--- config.mk ---
export PLATFORM = sky130hd
export DESIGN_NAME = sc_rand_delay_timer
export DESIGN_NICKNAME = d
export VERILOG_FILES = /design/src/rtl/sc_rand_delay_timer_pkg.sv /design/src/rtl/sc_rand_delay_timer_prescaler.sv /design/src/rtl/sc_rand_delay_timer.sv
export SDC_FILE = /design/constraint.sdc
export NUM_CORES = 1
export LEC_CHECK = 0
export ABC_AREA = 0
export BUFFER_PORTS_ARGS = -buffer_cell sky130_fd_sc_hd__buf_2
export CORE_MARGIN = 3
export CORE_UTILIZATION = 40
export CTS_CLUSTER_DIAMETER = 150
export DETAILED_ROUTE_END_ITERATION = 7
export HOLD_SLACK_MARGIN = 0.1
export PLACE_DENSITY_LB_ADDON = 0.08
export SYNTH_ARGS = -nofsm -noshare
export SYNTH_HDL_FRONTEND = slang
export SYNTH_SLANG_ARGS = --single-unit
--- constraint.sdc ---
create_clock -name SC_RandTIMER_CLOCK_50 -period 3 [get_ports SC_RandTIMER_CLOCK_50]
set_input_delay 0.6 -clock SC_RandTIMER_CLOCK_50 [delete_from_list [all_inputs] [get_ports SC_RandTIMER_CLOCK_50]]
set_output_delay 0.6 -clock SC_RandTIMER_CLOCK_50 [all_outputs]
set_load 0.005 [all_outputs]
--- src/rtl/sc_rand_delay_timer_pkg.sv ---
// sc_randtimer_pkg: state encoding (IDLE/COUNT/DONE) and default parameters for sc_rand_delay_timer
package sc_randtimer_pkg;
  typedef logic [1:0] state_t;
  localparam state_t IDLE = 2'd0;
  localparam state_t COUNT = 2'd1;
  localparam state_t DONE = 2'd2;
  localparam int DEF_DATAWIDTH = 8;
  localparam int DEF_PRESCALE = 50000;
endpackage

--- src/rtl/sc_rand_delay_timer_prescaler.sv ---
// sc_randtimer_prescaler: counts 0..PRESCALE-1 and wraps; ports clk, rst_n (async low), clear (sync zero), tick (high on the wrap cycle)
module sc_randtimer_prescaler
  import sc_randtimer_pkg::*;
#(
  parameter int PRESCALE = DEF_PRESCALE
) (
  input  logic clk,
  input  logic rst_n,
  input  logic clear,
  output logic tick
);
  localparam int W = $clog2(PRESCALE);
  localparam logic [W-1:0] LAST = W'(PRESCALE - 1);
  logic [W-1:0] cnt;
  assign tick = !clear && cnt == LAST;
  always_ff @(posedge clk or negedge rst_n)
    if (!rst_n) cnt <= '0;
    else cnt <= (clear || tick) ? '0 : cnt + 1'b1;
endmodule

--- src/rtl/sc_rand_delay_timer.sv ---
// sc_rand_delay_timer: random-length tick delay (clock, async low reset, random, start, abort -> busy, done pulse, count); SC_RANDTIMER_RETRIGGER_EN lets start recapture in COUNT
module sc_rand_delay_timer
  import sc_randtimer_pkg::*;
#(
  parameter int RANDTIMER_DATAWIDTH = DEF_DATAWIDTH,
  parameter int RANDTIMER_PRESCALE = DEF_PRESCALE
) (
  input  logic                           SC_RandTIMER_CLOCK_50,
  input  logic                           SC_RandTIMER_RESET_InLow,
  input  logic [RANDTIMER_DATAWIDTH-1:0] SC_RandTIMER_random_InBUS,
  input  logic                           SC_RandTIMER_start_In,
  input  logic                           SC_RandTIMER_abort_In,
  output logic                           SC_RandTIMER_busy_Out,
  output logic                           SC_RandTIMER_done_Out,
  output logic [RANDTIMER_DATAWIDTH-1:0] SC_RandTIMER_count_OutBUS
);
  localparam int W = RANDTIMER_DATAWIDTH;
  state_t state, nxt;
  logic [W-1:0] cnt, cnt_nxt, load;
  logic tick, capture, clear, abort;
  assign abort = SC_RandTIMER_abort_In;
  assign load = SC_RandTIMER_random_InBUS == '0 ? W'(1) : SC_RandTIMER_random_InBUS;
`ifdef SC_RANDTIMER_RETRIGGER_EN
  assign capture = SC_RandTIMER_start_In && !abort && (state == IDLE || state == COUNT);
`else
  assign capture = SC_RandTIMER_start_In && !abort && state == IDLE;
`endif
  assign clear = state != COUNT || capture || abort;
  sc_randtimer_prescaler #(.PRESCALE(RANDTIMER_PRESCALE)) u_prescaler (
    .clk  (SC_RandTIMER_CLOCK_50),
    .rst_n(SC_RandTIMER_RESET_InLow),
    .clear(clear),
    .tick (tick)
  );
  always_comb begin
    nxt = ((state != IDLE && state != COUNT) || abort) ? IDLE :
          capture ? COUNT :
          (state == COUNT && tick && cnt == W'(1)) ? DONE : state;
    cnt_nxt = (abort && state == COUNT) ? '0 :
              capture ? load :
              (state == COUNT && tick) ? cnt - 1'b1 : cnt;
  end
  always_ff @(posedge SC_RandTIMER_CLOCK_50 or negedge SC_RandTIMER_RESET_InLow)
    if (!SC_RandTIMER_RESET_InLow) begin
      state <= IDLE;
      cnt <= '0;
    end else begin
      state <= nxt;
      cnt <= cnt_nxt;
    end
  assign SC_RandTIMER_busy_Out = state == COUNT;
  assign SC_RandTIMER_done_Out = state == DONE;
  assign SC_RandTIMER_count_OutBUS = cnt;
endmodule

==> reports/metrics.cfg, run 1 <==
[route]
avgRoutedWirePerCell_um=14.7
via_per_inst=5.70
wirelength_um=3270
dr.pass1.iters=4
drt_iter0_markers=81
vias=1266
drc_errors=0
ant_nets=0

[finish]
final_cells=222
drive_gt1_frac=0.170
syn_to_final_growth_pct=11.9
fin_nets=193
fin_area_um2=1650
antenna_cells=0
fillers=329
finish.utilization=0.479

[clock_network]
cts_tree=done
ctsResizeCount=0
cts_hold_buf=0
clock_latency_ps=270
clock-sinks=26
cts_made_buffers=3
cts_buffer_depth=2
post_cts_buffers=0
root_buffer=clkbuf_8
ctsHtreeMaxLevel=1
clkSlewWorstSetupHoldPaths_ps=90

[timing]
fin_worst_skew_ps=5.49
hold_viol_final=0
setup_viol=0
tns_ps=0
max_freq_mhz=485
finalMaxSlewViolations=0
worst_pin_slew_ps=591
period_share=0.687
fin_crit_ps=2060
rsz0062_at_grt=no
slew_headroom=0.606

[synth]
synth_seq_area_share=0.442
synthArstFlopShare=1.00
syn_avg_cell_area_um2=9.32
yosysUniqueCellTypes=41
synth_flop_cell=dfrtp_1
synth.area.top_cells=dfrtp_1 (44%), nor2_1 (3.6%), xor2_1 (3.6%)
syn-num-nets=173
ys_ff_latch=26
netlist_instances=158
yosysWarnings=0
synth_top_area_frac=0.442
synth_edf_count=0
synth_area_um2=1470
yosys.area.top_type=dfrtp_1

[critical_path]
reg2reg_setup_slack_ps=940
worstReg2RegEnd=SC_RandTIMER_count_OutBUS[6]
cp.arrival_ps=2220
cp_top_family=simple AND/OR/NAND/NOR gates
crit_buf_inv=1
r2r-start=u_prescaler.cnt[0]
path_class=flip-flop to flip-flop
start_kind=flip-flop
required_ps=3160
crit_path_end_kind=flip-flop
crit_path_max_incr_delay_ps=480
slowest_stage=or4_1
reg2regPathDepth=6
path_cells=ha_1 -> and3_1 -> nand4_1 -> buf_4 -> or4_1 -> a211o_1
cp_max_fo=15

[grt]
grt_pass1_vias=1193
antenna_found_initial=0
grt_pass1_wl_um=5460
grt_overflow=0
grt_use_total=0.162
grt_max_degree=27

[floorplanning]
core_area_um2=3440
boundaryPins=22
dieHeight_um=66.7
die_area_um2=4450
rows=21
initial_core_util=0.428
die-width_um=66.7

[placement]
place_area_um2=1610
hpwlAfterDp_um=2380
io_buffers=21
gp_congestion=0.842
placed_cells=219

[pwr]
peakVddDrop_uv=227
power_density_nw_per_um2=445
p_leak_nw=0.694

[job]
maxCapViolations=0

[status]
status=finished, final reports clean

[min_path]
hp-class=input pin to asynchronous set/reset pin

[stage by stage]
stage | total power, mW | hold slack [ps] | worst slack, ps
global route | 0.780 | 367 | 810
floorplan | 0.483 | 304 | 972
CTS | 0.739 | 343 | 922
detailed placement | 0.543 | 482 | 852
global placement | 0.544 | 471 | 900
finish | 0.733 | 326 | 939
[registers in the layout, summed over array words and instances (netlist names)]
signal                     cells
u_prescaler.cnt               16
SC_RandTIMER_count_OutBUS      8
state                          2
[layout by cell type, fill, tap and decap left out, drive strengths merged, types with 4 or more instances in the layout]
cell type	instances
dfrtp	26
buf	22
nor2	14
nand2	12
o21ai	8
a21oi	7
nand3	6
or3	6
xor2	6
inv	5
nand4	5
or4	5
o211ai	5
nor4	4
[per-layer routing]
metal	share of wire	global-route usage
met1	0.46	0.200
met2	0.49	0.276
met3	0.036	0.0287
met4	0.013	0.0711
met5	0	0
[power by group]
| group | internal, mW | switching, mW | total [mW] | leakage [nW] |
|---|---|---|---|---|
| sequential | 0.372 | 0.0312 | 0.403 | 0.349 |
| combinational | 0.0592 | 0.0749 | 0.134 | 0.323 |
| clock | 0.0899 | 0.106 | 0.196 | 0.0216 |
[how the worst max path moves through the flow]
stage / start / endpoint / cells past startpoint
5_1_grt: u_prescaler.cnt[0] / SC_RandTIMER_count_OutBUS[6] / 6
2_1_floorplan: SC_RandTIMER_abort_In / SC_RandTIMER_count_OutBUS[3] / 5
6_report: u_prescaler.cnt[0] / SC_RandTIMER_count_OutBUS[6] / 6
3_5_place_dp: SC_RandTIMER_abort_In / SC_RandTIMER_count_OutBUS[3] / 5
3_3_place_gp: SC_RandTIMER_abort_In / SC_RandTIMER_count_OutBUS[3] / 5
4_1_cts: u_prescaler.cnt[0] / SC_RandTIMER_count_OutBUS[6] / 6
[synthesized netlist by cell type (2+ instances only)]
cell,count
buf_2,2
or3_1,6
inv_1,5
dfrtp_1,26
nand3_1,6
a31oi_1,3
xnor2_1,3
nand2_1,12
nand4_1,5
or4_1,5
o31ai_1,3
ha_1,3
and4_1,3
clkbuf_1,4
and2_1,3
nor3_1,2
a21oi_1,7
nand2b_1,2
nor4_1,4
nor2_1,14
xor2_1,6
o21ai_0,8
o211ai_1,5
and3_1,3
o311ai_0,2
[cells by family after synthesis]
kind of cell | synth area share
AND/OR/NAND/NOR | 0.301
AO/OA/AOI/OAI | 0.133
buffers and inverters | 0.0374
XOR/XNOR | 0.0535
flip-flops | 0.442
multiplexers | 0.00765
adder cells (fa/ha/maj) | 0.0255
[layout make-up]
class	count	area [um^2]	share of cell area
sequential	26	651	0.395
multi-input combinational	120	767	0.465
tap	46	57.6	0.0349
inverter	5	18.8	0.0114
timing repair buffer	22	113	0.0683
clock buffer	3	41.3	0.0251
No activity file was read; power rests on OpenSTA's default activity.
==> inputs of run 2 (changes only) <==
Clock period 3 ns to 1.8 ns, I/O delays scaled along.
==> reports/metrics.cfg, run 2 (synthesis results as in run 1) <==
[floorplanning]
core_area_um2=3440
die-width_um=66.7
dieHeight_um=66.7
boundaryPins=22
die_area_um2=4450
rows=21
initial_core_util=0.428

[min_path]
hold_depth=3
hp-class=input pin to flip-flop

[route]
drt_iter0_markers=115
vias=1445
via_per_inst=5.64
wirelength_um=3810
drc_errors=0
ant_nets=0
dr.pass1.iters=4
avgRoutedWirePerCell_um=14.9

[timing]
slew_headroom=0.614
worst_pin_slew_ps=580
setup_viol=0
hold_ws_ps=310
rsz0062_at_grt=yes
hold_viol_final=0
tns_ps=0
fin_crit_ps=1790
period_share=0.994
finalMaxSlewViolations=0
fin_worst_skew_ps=10.1
max_freq_mhz=559
fin_ws_ps=10.4

[critical_path]
crit_path_max_incr_delay_ps=360
slowest_stage=dfrtp_1
reg2regPathDepth=7
path_cells=ha_2 -> and3_4 -> nand4_1 -> buf_6 -> buf_6 -> o31ai_2 -> a31oi_4
required_ps=1960
cp_max_fo=5
worst_path_most_repeated_cell=buf_6
crit_path_end_kind=flip-flop
cp.arrival_ps=1950
path_class=flip-flop to flip-flop
start_kind=flip-flop

[placement]
post-place-ws_ps=-121
placed_cells=249
io_buffers=21
place_area_um2=1830
hpwlAfterDp_um=2740
gp_congestion=0.838

[finish]
final_cells=256
final_common_cell=buf_4
syn_to_final_growth_pct=35.8
fin_nets=227
fin_area_um2=2000
finish.utilization=0.581
multi_input_area_um2=850
final_cell_mix=buf_4 (31), dfrtp_1 (26), buf_2 (21)
drive_gt1_frac=0.352
regMostFlops=u_prescaler.cnt
fillers=328
regArea_um2=651
largest_reg_flops=16
antenna_cells=0

[job]
maxCapViolations=0

[pwr]
power.share.combinational=0.230
p_int_mw=0.914
seqPwrFrac=0.517
p_leak_nw=0.886
clkPwrFrac=0.253
switchingPower_mw=0.387
peakVddDrop_uv=359
power_mw=1.30
power_density_nw_per_um2=651
p_sw_frac=0.298

[clock_network]
cts_buffer_depth=2
cts_tree=done
ctsHtreeMaxLevel=1
root_buffer=clkbuf_8
cts_made_buffers=3
clock-sinks=26
clock_latency_ps=270
clkSlewWorstSetupHoldPaths_ps=90

[grt]
grt_max_degree=27
grt_overflow=0
antenna_found_initial=0
grt_pass1_wl_um=6180
grt_pass1_vias=1395
grt_use_total=0.182

[status]
status=finished, final reports clean

[run 2: cell count changes in the layout (fill, tap and decap cells not counted), sizes merged]
cell,previous run,this run
buf,22,55
dlygate4sd3,0,1
[run 2: critical path: cells and delay by family (launching register included)]
kind | cells | cell delay [ps]
compound gates | 2 | 440
fa+ha+maj | 1 | 190
buf+inv | 2 | 320
flops | 1 | 360
simple gates | 2 | 370
[run 2: power by group through the flow]
| stage | logic, mW | clock network, mW | registers (mW) |
|---|---|---|---|
| 4_1_cts | 0.266 | 0.341 | 0.666 |
| 3_5_place_dp | 0.262 | 0 | 0.676 |
| 6_report | 0.300 | 0.329 | 0.673 |
| 3_3_place_gp | 0.261 | 0 | 0.675 |
| 2_1_floorplan | 0.131 | 0 | 0.675 |
| 5_1_grt | 0.332 | 0.357 | 0.676 |
[run 2: timing repair]
action	CTS	global route
resized for setup	3	17
pin swaps	5	11
gates cloned	0	0
hold buffers	1	0
hold endpoints to repair	13	0
endpoints found under the setup margin	4	23
setup buffers	1	2
[run 2: layout make-up]
type / instances / area share
tap: 46 / 0.0288
clock buffer: 3 / 0.0207
multi-input combinational: 120 / 0.425
inverter: 5 / 0.00939
sequential: 26 / 0.325
timing repair buffer: 56 / 0.191
[run 2: worst paths after layout]
check	slack (ps)	start	to
max in group asynchronous	800	SC_RandTIMER_RESET_InLow	u_prescaler.cnt[13]
min	310	SC_RandTIMER_random_InBUS[2]	SC_RandTIMER_count_OutBUS[2]
min in group asynchronous	610	SC_RandTIMER_RESET_InLow	u_prescaler.cnt[2]
max reg2reg	10	u_prescaler.cnt[1]	SC_RandTIMER_count_OutBUS[4]
max	10	u_prescaler.cnt[1]	SC_RandTIMER_count_OutBUS[4]
min reg2reg	550	u_prescaler.cnt[0]	u_prescaler.cnt[0]
[run 2: layer usage]
metal,vias to the layer above,part of all wire,global-route usage
met1,696,0.44,0.215
met2,41,0.49,0.308
li1,693,-,-
met4,0,0.029,0.0761
met5,-,0,0
met3,15,0.046,0.0489
